<file path="src/rtl/rv32i_pkg.sv">
// ---------------------------------------------------------------------------
// rv32i_pkg
// Shared definitions for the writeback stage: load funct3 encodings, the
// writeback FSM state encoding, default datapath widths and a helper that
// flags misaligned load addresses.
// No ports (package).
// ---------------------------------------------------------------------------
package rv32i_pkg;

  localparam int XLEN_DEF   = 32;
  localparam int REG_AW_DEF = 5;

  // Load type encodings carried on funct3
  localparam logic [2:0] F3_LB  = 3'b000;
  localparam logic [2:0] F3_LH  = 3'b001;
  localparam logic [2:0] F3_LW  = 3'b010;
  localparam logic [2:0] F3_LBU = 3'b100;
  localparam logic [2:0] F3_LHU = 3'b101;

  typedef enum logic {
    WB_IDLE      = 1'b0,
    WB_WAIT_LOAD = 1'b1
  } wb_state_t;

  // Byte loads are always aligned; halfwords need bit 0 clear; words (and the
  // reserved encodings, which behave as words) need both low bits clear.
  function automatic logic load_is_misaligned(input logic [2:0] funct3,
                                              input logic [1:0] addr_lo);
    logic mis;
    case (funct3)
      F3_LB, F3_LBU: mis = 1'b0;
      F3_LH, F3_LHU: mis = addr_lo[0];
      default:       mis = (addr_lo != 2'b00);
    endcase
    return mis;
  endfunction

endpackage

</file>
<file path="src/rtl/wb_stage_if.sv">
// ---------------------------------------------------------------------------
// wb_stage_if
// Bundles the three buses the writeback stage touches:
//   - execute handshake: ex_valid/ex_ready plus the retiring instruction fields
//   - data memory return: mem_rvalid/mem_rdata
//   - register file write port: wrt_en/oprd/wrt_data
// Modports:
//   master - the environment around the stage (execute, memory, regfile side)
//   slave  - the writeback stage itself
// ---------------------------------------------------------------------------
interface wb_stage_if
  import rv32i_pkg::*;
#(
  parameter int XLEN   = XLEN_DEF,
  parameter int REG_AW = REG_AW_DEF
);

  logic              ex_valid;
  logic              ex_ready;
  logic              ex_wb_en;
  logic              ex_is_load;
  logic [REG_AW-1:0] ex_rd;
  logic [XLEN-1:0]   ex_result;
  logic [2:0]        ex_funct3;
  logic [1:0]        ex_addr_lo;

  logic              mem_rvalid;
  logic [XLEN-1:0]   mem_rdata;

  logic              wrt_en;
  logic [REG_AW-1:0] oprd;
  logic [XLEN-1:0]   wrt_data;

  modport master (
    output ex_valid, ex_wb_en, ex_is_load, ex_rd, ex_result, ex_funct3,
           ex_addr_lo, mem_rvalid, mem_rdata,
    input  ex_ready, wrt_en, oprd, wrt_data
  );

  modport slave (
    input  ex_valid, ex_wb_en, ex_is_load, ex_rd, ex_result, ex_funct3,
           ex_addr_lo, mem_rvalid, mem_rdata,
    output ex_ready, wrt_en, oprd, wrt_data
  );

endinterface

</file>
<file path="src/rtl/load_ext.sv">
// ---------------------------------------------------------------------------
// load_ext
// Combinational load data formatter: picks the byte/halfword addressed by
// addr_lo out of an aligned memory word and sign- or zero-extends it.
// Ports:
//   funct3  in  3     load type (LB/LH/LW/LBU/LHU; reserved codes act as LW)
//   addr_lo in  2     load address bits [1:0]
//   rdata   in  XLEN  aligned word from data memory
//   ext     out XLEN  value to write to the register file
// ---------------------------------------------------------------------------
module load_ext
  import rv32i_pkg::*;
#(
  parameter int XLEN = XLEN_DEF
) (
  input  logic [2:0]      funct3,
  input  logic [1:0]      addr_lo,
  input  logic [XLEN-1:0] rdata,
  output logic [XLEN-1:0] ext
);

  logic [7:0]  byte_lane [4];
  logic [15:0] half_lane [2];
  logic [7:0]  sel_byte;
  logic [15:0] sel_half;

  genvar gi;
  generate
    for (gi = 0; gi < 4; gi++) begin : g_byte_lane
      assign byte_lane[gi] = rdata[8*gi +: 8];
    end
    for (gi = 0; gi < 2; gi++) begin : g_half_lane
      assign half_lane[gi] = rdata[16*gi +: 16];
    end
  endgenerate

  // Halfword lane is chosen by addr_lo[1] alone; alignment is enforced upstream
  assign sel_byte = byte_lane[addr_lo];
  assign sel_half = half_lane[addr_lo[1]];

  always_comb begin
    ext = rdata;
    case (funct3)
      F3_LB:   ext = {{(XLEN-8){sel_byte[7]}}, sel_byte};
      F3_LBU:  ext = {{(XLEN-8){1'b0}}, sel_byte};
      F3_LH:   ext = {{(XLEN-16){sel_half[15]}}, sel_half};
      F3_LHU:  ext = {{(XLEN-16){1'b0}}, sel_half};
      default: ext = rdata;
    endcase
  end

endmodule

</file>
<file path="src/rtl/wb_stage.sv">
// ---------------------------------------------------------------------------
// wb_stage
// Writeback stage driving the register file write port. ALU results are
// written one cycle after acceptance; loads park in WAIT_LOAD until memory
// returns data, which is then formatted by load_ext and written.
// Ports:
//   clk             in   rising-edge clock
//   rst             in   asynchronous active-low reset
//   bus             slave modport of wb_stage_if (execute handshake,
//                        memory return, register file write port)
//   pend_valid      out  a load is outstanding
//   pend_rd         out  destination of the outstanding load
//   load_misaligned out  one-cycle pulse for a rejected misaligned load
//   wb_count        out  number of register writes performed (wraps)
// All outputs except bus.ex_ready are registered.
// ---------------------------------------------------------------------------
module wb_stage
  import rv32i_pkg::*;
#(
  parameter int XLEN   = XLEN_DEF,
  parameter int REG_AW = REG_AW_DEF,
  parameter int CNT_W  = 32
) (
  input  logic              clk,
  input  logic              rst,
  wb_stage_if.slave         bus,
  output logic              pend_valid,
  output logic [REG_AW-1:0] pend_rd,
  output logic              load_misaligned,
  output logic [CNT_W-1:0]  wb_count
);

  wb_state_t         state_reg, state_next;
  logic              wrt_en_reg, wrt_en_next;
  logic [REG_AW-1:0] oprd_reg, oprd_next;
  logic [XLEN-1:0]   wrt_data_reg, wrt_data_next;
  logic              pend_valid_reg, pend_valid_next;
  logic [REG_AW-1:0] pend_rd_reg, pend_rd_next;
  logic              misal_reg, misal_next;
  logic [CNT_W-1:0]  count_reg, count_next;
  logic [2:0]        f3_reg, f3_next;
  logic [1:0]        lo_reg, lo_next;
  logic              wb_en_reg, wb_en_next;

  logic              accept;
  logic [XLEN-1:0]   ext_data;

  assign bus.ex_ready = (state_reg == WB_IDLE);
  assign accept       = bus.ex_valid && bus.ex_ready;

  // Formatting uses the funct3/addr_lo captured at acceptance, since execute
  // has moved on by the time memory answers.
  load_ext #(.XLEN(XLEN)) u_load_ext (
    .funct3  (f3_reg),
    .addr_lo (lo_reg),
    .rdata   (bus.mem_rdata),
    .ext     (ext_data)
  );

  always_comb begin
    state_next      = state_reg;
    wrt_en_next     = 1'b0;
    oprd_next       = oprd_reg;
    wrt_data_next   = wrt_data_reg;
    pend_valid_next = pend_valid_reg;
    pend_rd_next    = pend_rd_reg;
    misal_next      = 1'b0;
    f3_next         = f3_reg;
    lo_next         = lo_reg;
    wb_en_next      = wb_en_reg;

    case (state_reg)
      WB_IDLE: begin
        // mem_rvalid is deliberately not looked at here
        if (accept) begin
          if (!bus.ex_is_load) begin
            wrt_en_next   = bus.ex_wb_en && (bus.ex_rd != '0);
            oprd_next     = bus.ex_rd;
            wrt_data_next = bus.ex_result;
          end else if (load_is_misaligned(bus.ex_funct3, bus.ex_addr_lo)) begin
            misal_next = 1'b1;
          end else begin
            f3_next         = bus.ex_funct3;
            lo_next         = bus.ex_addr_lo;
            wb_en_next      = bus.ex_wb_en;
            pend_valid_next = 1'b1;
            pend_rd_next    = bus.ex_rd;
            state_next      = WB_WAIT_LOAD;
          end
        end
      end

      WB_WAIT_LOAD: begin
        if (bus.mem_rvalid) begin
          // pend_rd_reg doubles as the captured load destination
          wrt_en_next     = wb_en_reg && (pend_rd_reg != '0);
          oprd_next       = pend_rd_reg;
          wrt_data_next   = ext_data;
          pend_valid_next = 1'b0;
          state_next      = WB_IDLE;
        end
      end

      default: state_next = WB_IDLE;
    endcase

    // Counter moves on the same edge that raises wrt_en
    count_next = count_reg + CNT_W'(wrt_en_next);
  end

  always_ff @(posedge clk or negedge rst) begin
    if (!rst) begin
      state_reg      <= WB_IDLE;
      wrt_en_reg     <= 1'b0;
      oprd_reg       <= '0;
      wrt_data_reg   <= '0;
      pend_valid_reg <= 1'b0;
      pend_rd_reg    <= '0;
      misal_reg      <= 1'b0;
      count_reg      <= '0;
      f3_reg         <= '0;
      lo_reg         <= '0;
      wb_en_reg      <= 1'b0;
    end else begin
      state_reg      <= state_next;
      wrt_en_reg     <= wrt_en_next;
      oprd_reg       <= oprd_next;
      wrt_data_reg   <= wrt_data_next;
      pend_valid_reg <= pend_valid_next;
      pend_rd_reg    <= pend_rd_next;
      misal_reg      <= misal_next;
      count_reg      <= count_next;
      f3_reg         <= f3_next;
      lo_reg         <= lo_next;
      wb_en_reg      <= wb_en_next;
    end
  end

  assign bus.wrt_en      = wrt_en_reg;
  assign bus.oprd        = oprd_reg;
  assign bus.wrt_data    = wrt_data_reg;
  assign pend_valid      = pend_valid_reg;
  assign pend_rd         = pend_rd_reg;
  assign load_misaligned = misal_reg;
  assign wb_count        = count_reg;

endmodule
</file>
<file path="src/flat_wrapper.sv">
// flat-port wrapper written by rule: the top's interface ports become plain ports
module wb_stage_flat import rv32i_pkg::*;
#(
  parameter int XLEN   = XLEN_DEF,
  parameter int REG_AW = REG_AW_DEF,
  parameter int CNT_W  = 32
)
  (clk, rst, pend_valid, pend_rd, load_misaligned, wb_count, bus_ex_valid, bus_ex_wb_en, bus_ex_is_load, bus_ex_rd, bus_ex_result, bus_ex_funct3, bus_ex_addr_lo, bus_mem_rvalid, bus_mem_rdata, bus_ex_ready, bus_wrt_en, bus_oprd, bus_wrt_data);
  wb_stage_if #(.XLEN(XLEN), .REG_AW(REG_AW)) bus_i ();
  input  logic clk;
  input  logic rst;
  output logic pend_valid;
  output logic [REG_AW-1:0] pend_rd;
  output logic load_misaligned;
  output logic [CNT_W-1:0] wb_count;
  input wire logic [$bits(bus_i.ex_valid)-1:0] bus_ex_valid;
  input wire logic [$bits(bus_i.ex_wb_en)-1:0] bus_ex_wb_en;
  input wire logic [$bits(bus_i.ex_is_load)-1:0] bus_ex_is_load;
  input wire logic [$bits(bus_i.ex_rd)-1:0] bus_ex_rd;
  input wire logic [$bits(bus_i.ex_result)-1:0] bus_ex_result;
  input wire logic [$bits(bus_i.ex_funct3)-1:0] bus_ex_funct3;
  input wire logic [$bits(bus_i.ex_addr_lo)-1:0] bus_ex_addr_lo;
  input wire logic [$bits(bus_i.mem_rvalid)-1:0] bus_mem_rvalid;
  input wire logic [$bits(bus_i.mem_rdata)-1:0] bus_mem_rdata;
  output wire logic [$bits(bus_i.ex_ready)-1:0] bus_ex_ready;
  output wire logic [$bits(bus_i.wrt_en)-1:0] bus_wrt_en;
  output wire logic [$bits(bus_i.oprd)-1:0] bus_oprd;
  output wire logic [$bits(bus_i.wrt_data)-1:0] bus_wrt_data;
  assign bus_i.ex_valid = bus_ex_valid;
  assign bus_i.ex_wb_en = bus_ex_wb_en;
  assign bus_i.ex_is_load = bus_ex_is_load;
  assign bus_i.ex_rd = bus_ex_rd;
  assign bus_i.ex_result = bus_ex_result;
  assign bus_i.ex_funct3 = bus_ex_funct3;
  assign bus_i.ex_addr_lo = bus_ex_addr_lo;
  assign bus_i.mem_rvalid = bus_mem_rvalid;
  assign bus_i.mem_rdata = bus_mem_rdata;
  assign bus_ex_ready = bus_i.ex_ready;
  assign bus_wrt_en = bus_i.wrt_en;
  assign bus_oprd = bus_i.oprd;
  assign bus_wrt_data = bus_i.wrt_data;
  wb_stage #(.XLEN(XLEN), .REG_AW(REG_AW), .CNT_W(CNT_W)) u_core (.clk(clk), .rst(rst), .bus(bus_i), .pend_valid(pend_valid), .pend_rd(pend_rd), .load_misaligned(load_misaligned), .wb_count(wb_count));
endmodule
</file>
<file path="config.mk">
export PLATFORM = sky130hd
export DESIGN_NAME = wb_stage_flat
export DESIGN_NICKNAME = d
export VERILOG_FILES = /design/src/rtl/rv32i_pkg.sv /design/src/rtl/wb_stage_if.sv /design/src/rtl/load_ext.sv /design/src/rtl/wb_stage.sv /design/src/flat_wrapper.sv
export SDC_FILE = /design/constraint.sdc
export NUM_CORES = 1
export LEC_CHECK = 0
export CORE_MARGIN = 1
export CORE_UTILIZATION = 50
export CTS_BUF_LIST = sky130_fd_sc_hd__clkbuf_4
export DETAILED_ROUTE_END_ITERATION = 7
export PLACE_DENSITY = 0.89
export SYNTH_ARGS = -nofsm -noshare
export SYNTH_HDL_FRONTEND = slang
export SYNTH_HIERARCHICAL = 1
export SYNTH_SLANG_ARGS = --single-unit
</file>
<file path="constraint.sdc">
create_clock -name clk -period 5.55 [get_ports clk]
set_clock_uncertainty 0.1 [all_clocks]
set_input_delay 1.665 -clock clk [delete_from_list [all_inputs] [get_ports clk]]
set_output_delay 1.665 -clock clk [all_outputs]
set_load 0.1 [all_outputs]
</file>
==> impl_metrics.py, run 1 <==
metrics = {
    "run_status": {
        "status": "finished clean",
    },
    "worst_setup_path": {
        "crit_required_ps": 5810,
        "r2r_start": "u_core/state_reg",
        "cpMaxStageDelayCell": "clkdlybuf4s50_1",
        "cp-start-kind": "input port",
        "end_kind": "flop",
        "cpPeakStageDelay_ps": 500,
        "arrival_ps": 4210,
        "critical_path_class": "input port to flop",
        "crit_fanout": 5,
        "reg2reg_depth": 11,
        "crit_chain": "clkdlybuf4s50_1, nor3b_1, o211ai_1, nand2_1, ha_1, ha_1, nand4_1, nor2_1, nand4_1, nor2_1, xor2_1",
        "rrSetupSlack_ps": 2480,
        "rr_endpoint": "u_core/wb_count[14]",
    },
    "clocking": {
        "cts_max_level": 3,
        "postCtsSetupRepairBufs": 0,
        "cts_buffers": 9,
        "clk_pin_slew_ps": 130,
        "clk_latency_ps": 430,
        "post_cts_resized": 0,
        "clockRootBuffer": "clkbuf_4",
        "cts.path.max_buffers": 2,
        "hold_buffers": 0,
        "clock_sinks": 84,
        "cts_tree": "yes",
    },
    "floorplan": {
        "dieHeight_um": 94.35,
        "start_util": 0.5190,
        "die_w_um": 94.35,
        "die-area_mm2": 0.008902,
        "boundaryPins": 158,
        "coreArea_mm2": 0.008217,
        "core.rowCount": 33,
    },
    "power": {
        "finalPower_mw": 2.539,
        "vdd_drop_max_uv": 313.2,
        "powerDensity_mw_per_mm2": 422.7,
        "power.leakage_nw": 2.529,
    },
    "grt": {
        "antenna_found_initial": 0,
        "grt_pass1_vias": 3624,
        "grt_pass1_wl_um": 18160,
        "globalRouteTotalUtil": 0.2723,
        "grt_max_degree": 85,
        "overflow": 0,
    },
    "yosys": {
        "yosys-top-cells-count": "dfrtp_1, nand2_1, nor2_1",
        "synth.most_common_cell": "dfrtp_1",
        "synth-edff-count": 0,
        "yosysSeqAreaShare": 0.4930,
        "syn_nets": 509,
        "yosys_warnings": 6,
        "netlist_area_mm2": 0.004264,
        "yosys.area.top_type": "dfrtp_1",
        "yosysTopAreaCellShare": 0.4930,
        "syn_avg_cell_area_um2": 9.986,
        "synthDistinctLibCells": 42,
        "syn_inst": 427,
        "synth-seq-cells": 84,
        "synthFlopType": "dfrtp_1",
        "yosys-top-cells-area": "dfrtp_1, mux2i_1, nand2_1, a21oi_1, nor2_1",
        "async_reset_ff_frac": 1.000,
    },
    "drt": {
        "routed_wl_um": 12000,
        "via_count": 3756,
        "route.detailed.drc": 0,
        "dr.pass1.iters": 5,
        "first_iter_violations": 304,
        "wl_per_cell_um": 17.50,
        "ant_nets": 0,
        "viasPerCell": 5.475,
    },
    "cells_and_area": {
        "antenna_cells": 0,
        "utilization": 0.7309,
        "syn_to_final_growth_pct": 40.85,
        "fin_area_mm2": 0.006006,
        "fin_nets": 658,
        "fin_cells": 686,
        "final_layout_size_suffix_gt1_frac": 0.08262,
    },
    "placement": {
        "place_inst": 670,
        "place_area_mm2": 0.005894,
        "io_buffer_count": 157,
        "gp_congestion": 0.9396,
        "dp.final_hpwl_um": 8640,
    },
    "worst_hold_path": {
        "hold_start": "u_core/pend_valid",
        "worstHoldPathType": "flop to flop",
        "holdPathEnd": "u_core/pend_valid",
        "hold_depth": 2,
    },
    "sta": {
        "rsz0062_at_grt": "no",
        "worst_slew_pin_slew_ps": 1042,
        "min_period_ps": 3950,
        "worst_slew_margin_rel": 0.3056,
        "maxSlewViolCount": 0,
        "fmax_mhz": 253.2,
        "hold_viol": 0,
        "setup-tns-final_ps": 0,
        "finalCritPeriodShare": 0.7117,
        "setup-violations-final": 0,
    },
    "job": {
        "cap_viol_max_count": 0,
    },
}
[cells in the final DEF, fill, tap and decap left out, types with 3 or more instances in the layout]
cell,instances
nand4_1,9
xor2_1,10
a22oi_1,8
dfrtp_1,83
clkbuf_4,9
nand3_1,11
inv_1,3
nor2b_1,4
mux2_2,16
o21ai_0,11
nand2_1,59
mux2i_1,41
clkinv_4,3
o211ai_1,3
clkdlybuf4s50_1,156
nor2_1,52
xnor2_1,20
a21oi_1,43
buf_4,4
[critical path: cells and delay by family]
family,cells,cell delay [ps]
AND/OR/NAND/NOR,6,1340
buffers and inverters,1,500
adder cells (fa/ha/maj),2,400
XOR/XNOR,1,160
AO/OA/AOI/OAI,1,140
[how the worst max path moves through the flow]
stage / cells after the start / end / slack (ps) / startpoint
4_1_cts: 11 / u_core/wb_count[14] / 1640 / bus_ex_rd[3]
3_5_place_dp: 11 / u_core/wb_count[14] / 1170 / bus_ex_rd[3]
2_1_floorplan: 10 / u_core/wb_count[14] / 1810 / bus_ex_rd[3]
6_report: 11 / u_core/wb_count[14] / 1600 / bus_ex_valid
5_1_grt: 11 / u_core/wb_count[14] / 1420 / bus_ex_valid
3_3_place_gp: 11 / u_core/wb_count[14] / 1260 / bus_ex_rd[3]
[metal layers]
metal  share of wire  vias to the layer above  global-route usage
met2            0.47                      177              0.4493
met3           0.097                       24             0.07166
li1                -                     1772                   -
met4           0.022                        0              0.1038
met5               0                        -                   0
met1            0.41                     1783              0.3427
[cell type report]
class                      instances  area [µm²]
clock buffer                       9       67.56
clock inverter                     7       43.79
fill                             594        2211
inverter                           3       11.26
multi-input combinational        318        2057
sequential                        84        2103
tap                              105       131.4
timing repair buffer             160        1592
[logic make-up (layout without fill, tap and decap cells)]
| family | after synthesis | after routing | synth area share |
|---|---|---|---|
| AO/OA/AOI/OAI | 72 | 72 | 0.09859 |
| adder cells (fa/ha/maj) | 2 | 2 | 0.005868 |
| AND/OR/NAND/NOR | 156 | 156 | 0.1722 |
| multiplexers | 58 | 58 | 0.1438 |
| XOR/XNOR | 30 | 30 | 0.06162 |
| buffers and inverters | 25 | 179 | 0.02494 |
| flip-flops | 84 | 84 | 0.4930 |
[where the power goes]
group	leakage [nW]	switching (mW)	internal, mW	total, mW
sequential	1.03	0.0936	0.723	0.816
clock	0.0647	0.213	0.0900	0.303
combinational	1.44	1.04	0.375	1.42
total	2.53	1.35	1.19	2.54
[metrics by stage]
step / setup WS, ps / hold WS (ps)
final: 1600 / 394.6
after global routing: 1416 / 411.6
after global placement: 1256 / 362.8
after floorplan: 1808 / 379.5
after CTS: 1640 / 401.3
after detailed placement: 1171 / 369.9
Power figures use the tool's default switching activity.
==> run 2, diff against run 1 <==
CORE_UTILIZATION = 42   (was 50)
PLACE_DENSITY = 0.79   (was 0.89)
clock period = 3.4 ns   (was 5.55 ns; I/O delays follow)
==> impl_metrics.py, run 2 (synthesis results as in run 1) <==
metrics = {
    "run_status": {
        "status": "finished clean",
    },
    "worst_setup_path": {
        "cpPeakStageDelay_ps": 460,
        "crit_required_ps": 3620,
        "critical_path_class": "input port to flop",
        "cpMaxStageDelayCell": "clkdlybuf4s50_1",
        "crit_fanout": 4,
        "end_kind": "flop",
        "arrival_ps": 3270,
        "cp-start-kind": "input port",
        "crit_chain": "clkdlybuf4s50_1, nor3b_1, o211ai_1, nand2_1, ha_1, and3_1, nand3_1, buf_4, nor3_4, nand4_1, xnor2_1",
    },
    "floorplan": {
        "core.rowCount": 36,
        "die-area_mm2": 0.01056,
        "coreArea_mm2": 0.009819,
        "boundaryPins": 158,
        "dieHeight_um": 102.8,
        "die_w_um": 102.8,
        "start_util": 0.4343,
    },
    "drt": {
        "via_count": 3847,
        "viasPerCell": 5.306,
        "first_iter_violations": 130,
        "routed_wl_um": 12110,
        "wl_per_cell_um": 16.71,
        "ant_nets": 0,
        "dr.pass1.iters": 4,
        "route.detailed.drc": 0,
    },
    "grt": {
        "busiest_layer": "met2",
        "grt_pass1_wl_um": 18970,
        "antenna_found_initial": 0,
        "grt_pass1_vias": 3830,
        "grt.met2_usage": 0.3995,
        "grt_max_degree": 68,
        "grt.met3_usage": 0.05966,
        "globalRouteTotalUtil": 0.2359,
        "overflow": 0,
        "grt_use_met1": 0.2900,
    },
    "sta": {
        "min_period_ps": 3053,
        "hold_viol": 0,
        "worst_slew_pin_slew_ps": 744.1,
        "fmax_mhz": 327.5,
        "setup-violations-final": 0,
        "finalCritPeriodShare": 0.8980,
        "rsz0062_at_grt": "no",
        "maxSlewViolCount": 0,
        "fin_ws_ps": 346.9,
        "worst_slew_margin_rel": 0.5029,
    },
    "cells_and_area": {
        "antenna_cells": 0,
        "fin_nets": 669,
        "syn_to_final_growth_pct": 40.35,
        "fin_cells": 725,
        "final_layout_size_suffix_gt1_frac": 0.2348,
        "layout_common_cells": "buf_4, dfrtp_1, clkdlybuf4s50_1",
        "final_common_cell": "buf_4",
    },
    "power": {
        "power.leakage_nw": 2.700,
        "powerDensity_mw_per_mm2": 697.6,
        "vdd_drop_max_uv": 826.0,
    },
    "clocking": {
        "cts_buffers": 9,
        "clockRootBuffer": "clkbuf_4",
        "hold_buffers": 0,
        "post_cts_resized": 0,
        "cts.path.max_buffers": 2,
        "cts_max_level": 3,
        "postCtsSetupRepairBufs": 0,
        "clock_sinks": 84,
        "cts_tree": "yes",
        "clk_latency_ps": 430,
        "clk_pin_slew_ps": 150,
    },
    "placement": {
        "gp_congestion": 0.8918,
        "io_buffer_count": 157,
        "place_inst": 709,
        "dp_slack_ps": -105.9,
        "dp.final_hpwl_um": 9199,
    },
    "job": {
        "cap_viol_max_count": 0,
    },
    "worst_hold_path": {
        "worstHoldPathType": "flop to flop",
    },
}
run 2: cell count changes in the layout (fill, tap and decap cells not counted):
cell / previous run / this run
clkdlybuf4s50_1: 156 / 78
clkinv_1: 2 / 0
clkinv_4: 3 / 0
buf_4: 4 / 90
inv_8: 0 / 2
inv_6: 0 / 4
clkinv_2: 2 / 1
buf_12: 0 / 3
run 2: final timing paths:
check	startpoint	to	slack, ps	depth (start not counted)
worst max-delay path	bus_ex_valid	u_core/wb_count[29]	350	11
min in group asynchronous	rst	u_core/bus.wrt_data[8]	430	1
worst min register to register	u_core/wb_count[31]	u_core/wb_count[31]	400	1
worst max register to register	u_core/state_reg	u_core/wb_count[29]	870	10
worst min-delay path	u_core/wb_count[31]	u_core/wb_count[31]	400	1
max in group asynchronous	rst	u_core/wb_count[7]	2150	2
run 2: power by group:
part	leakage, nW	total (mW)	switching [mW]	internal (mW)
clock	0.0755	0.556	0.385	0.170
combinational	1.60	2.26	1.69	0.573
sequential	1.03	1.36	0.181	1.18
total	2.70	4.18	2.25	1.92
run 2: critical path, delay by kind of cell:
family	cells	cell delay, ps
buffers and inverters	2	640
AOI/OAI and AO/OA	1	160
and+or+nand+nor	6	1090
adders and majority gates	1	210
xor gates and xnor gates	1	140
run 2: per-layer routing:
metal / vias up / part of all wire
met5: - / 0
met3: 24 / 0.094
met1: 1844 / 0.40
li1: 1809 / -
met4: 0 / 0.025
met2: 170 / 0.48
run 2: area by class of cell:
type	count	area [µm²]
well taps	133	166.4
repair buffers	171	1516
fillers	862	3835
flip-flops and latches	84	2103
clock inverters	7	62.56
multi-input cells	318	2057
inverters	3	11.26
clock buffers	9	67.56
run 2: per-stage QoR:
step	setup TNS, ps	util	hold WS [ps]	cell area (µm²)	total power, mW
global placement	-72.64	0.5962	369.0	5854	3.610
detailed placement	-1306	0.5962	375.1	5854	3.642
CTS	0	0.6095	408.3	5984	4.206
finish	0	0.6095	401.5	5984	4.175
floorplan	0	-	379.5	4264	3.050
global route	0	0.6095	429.9	5984	4.378
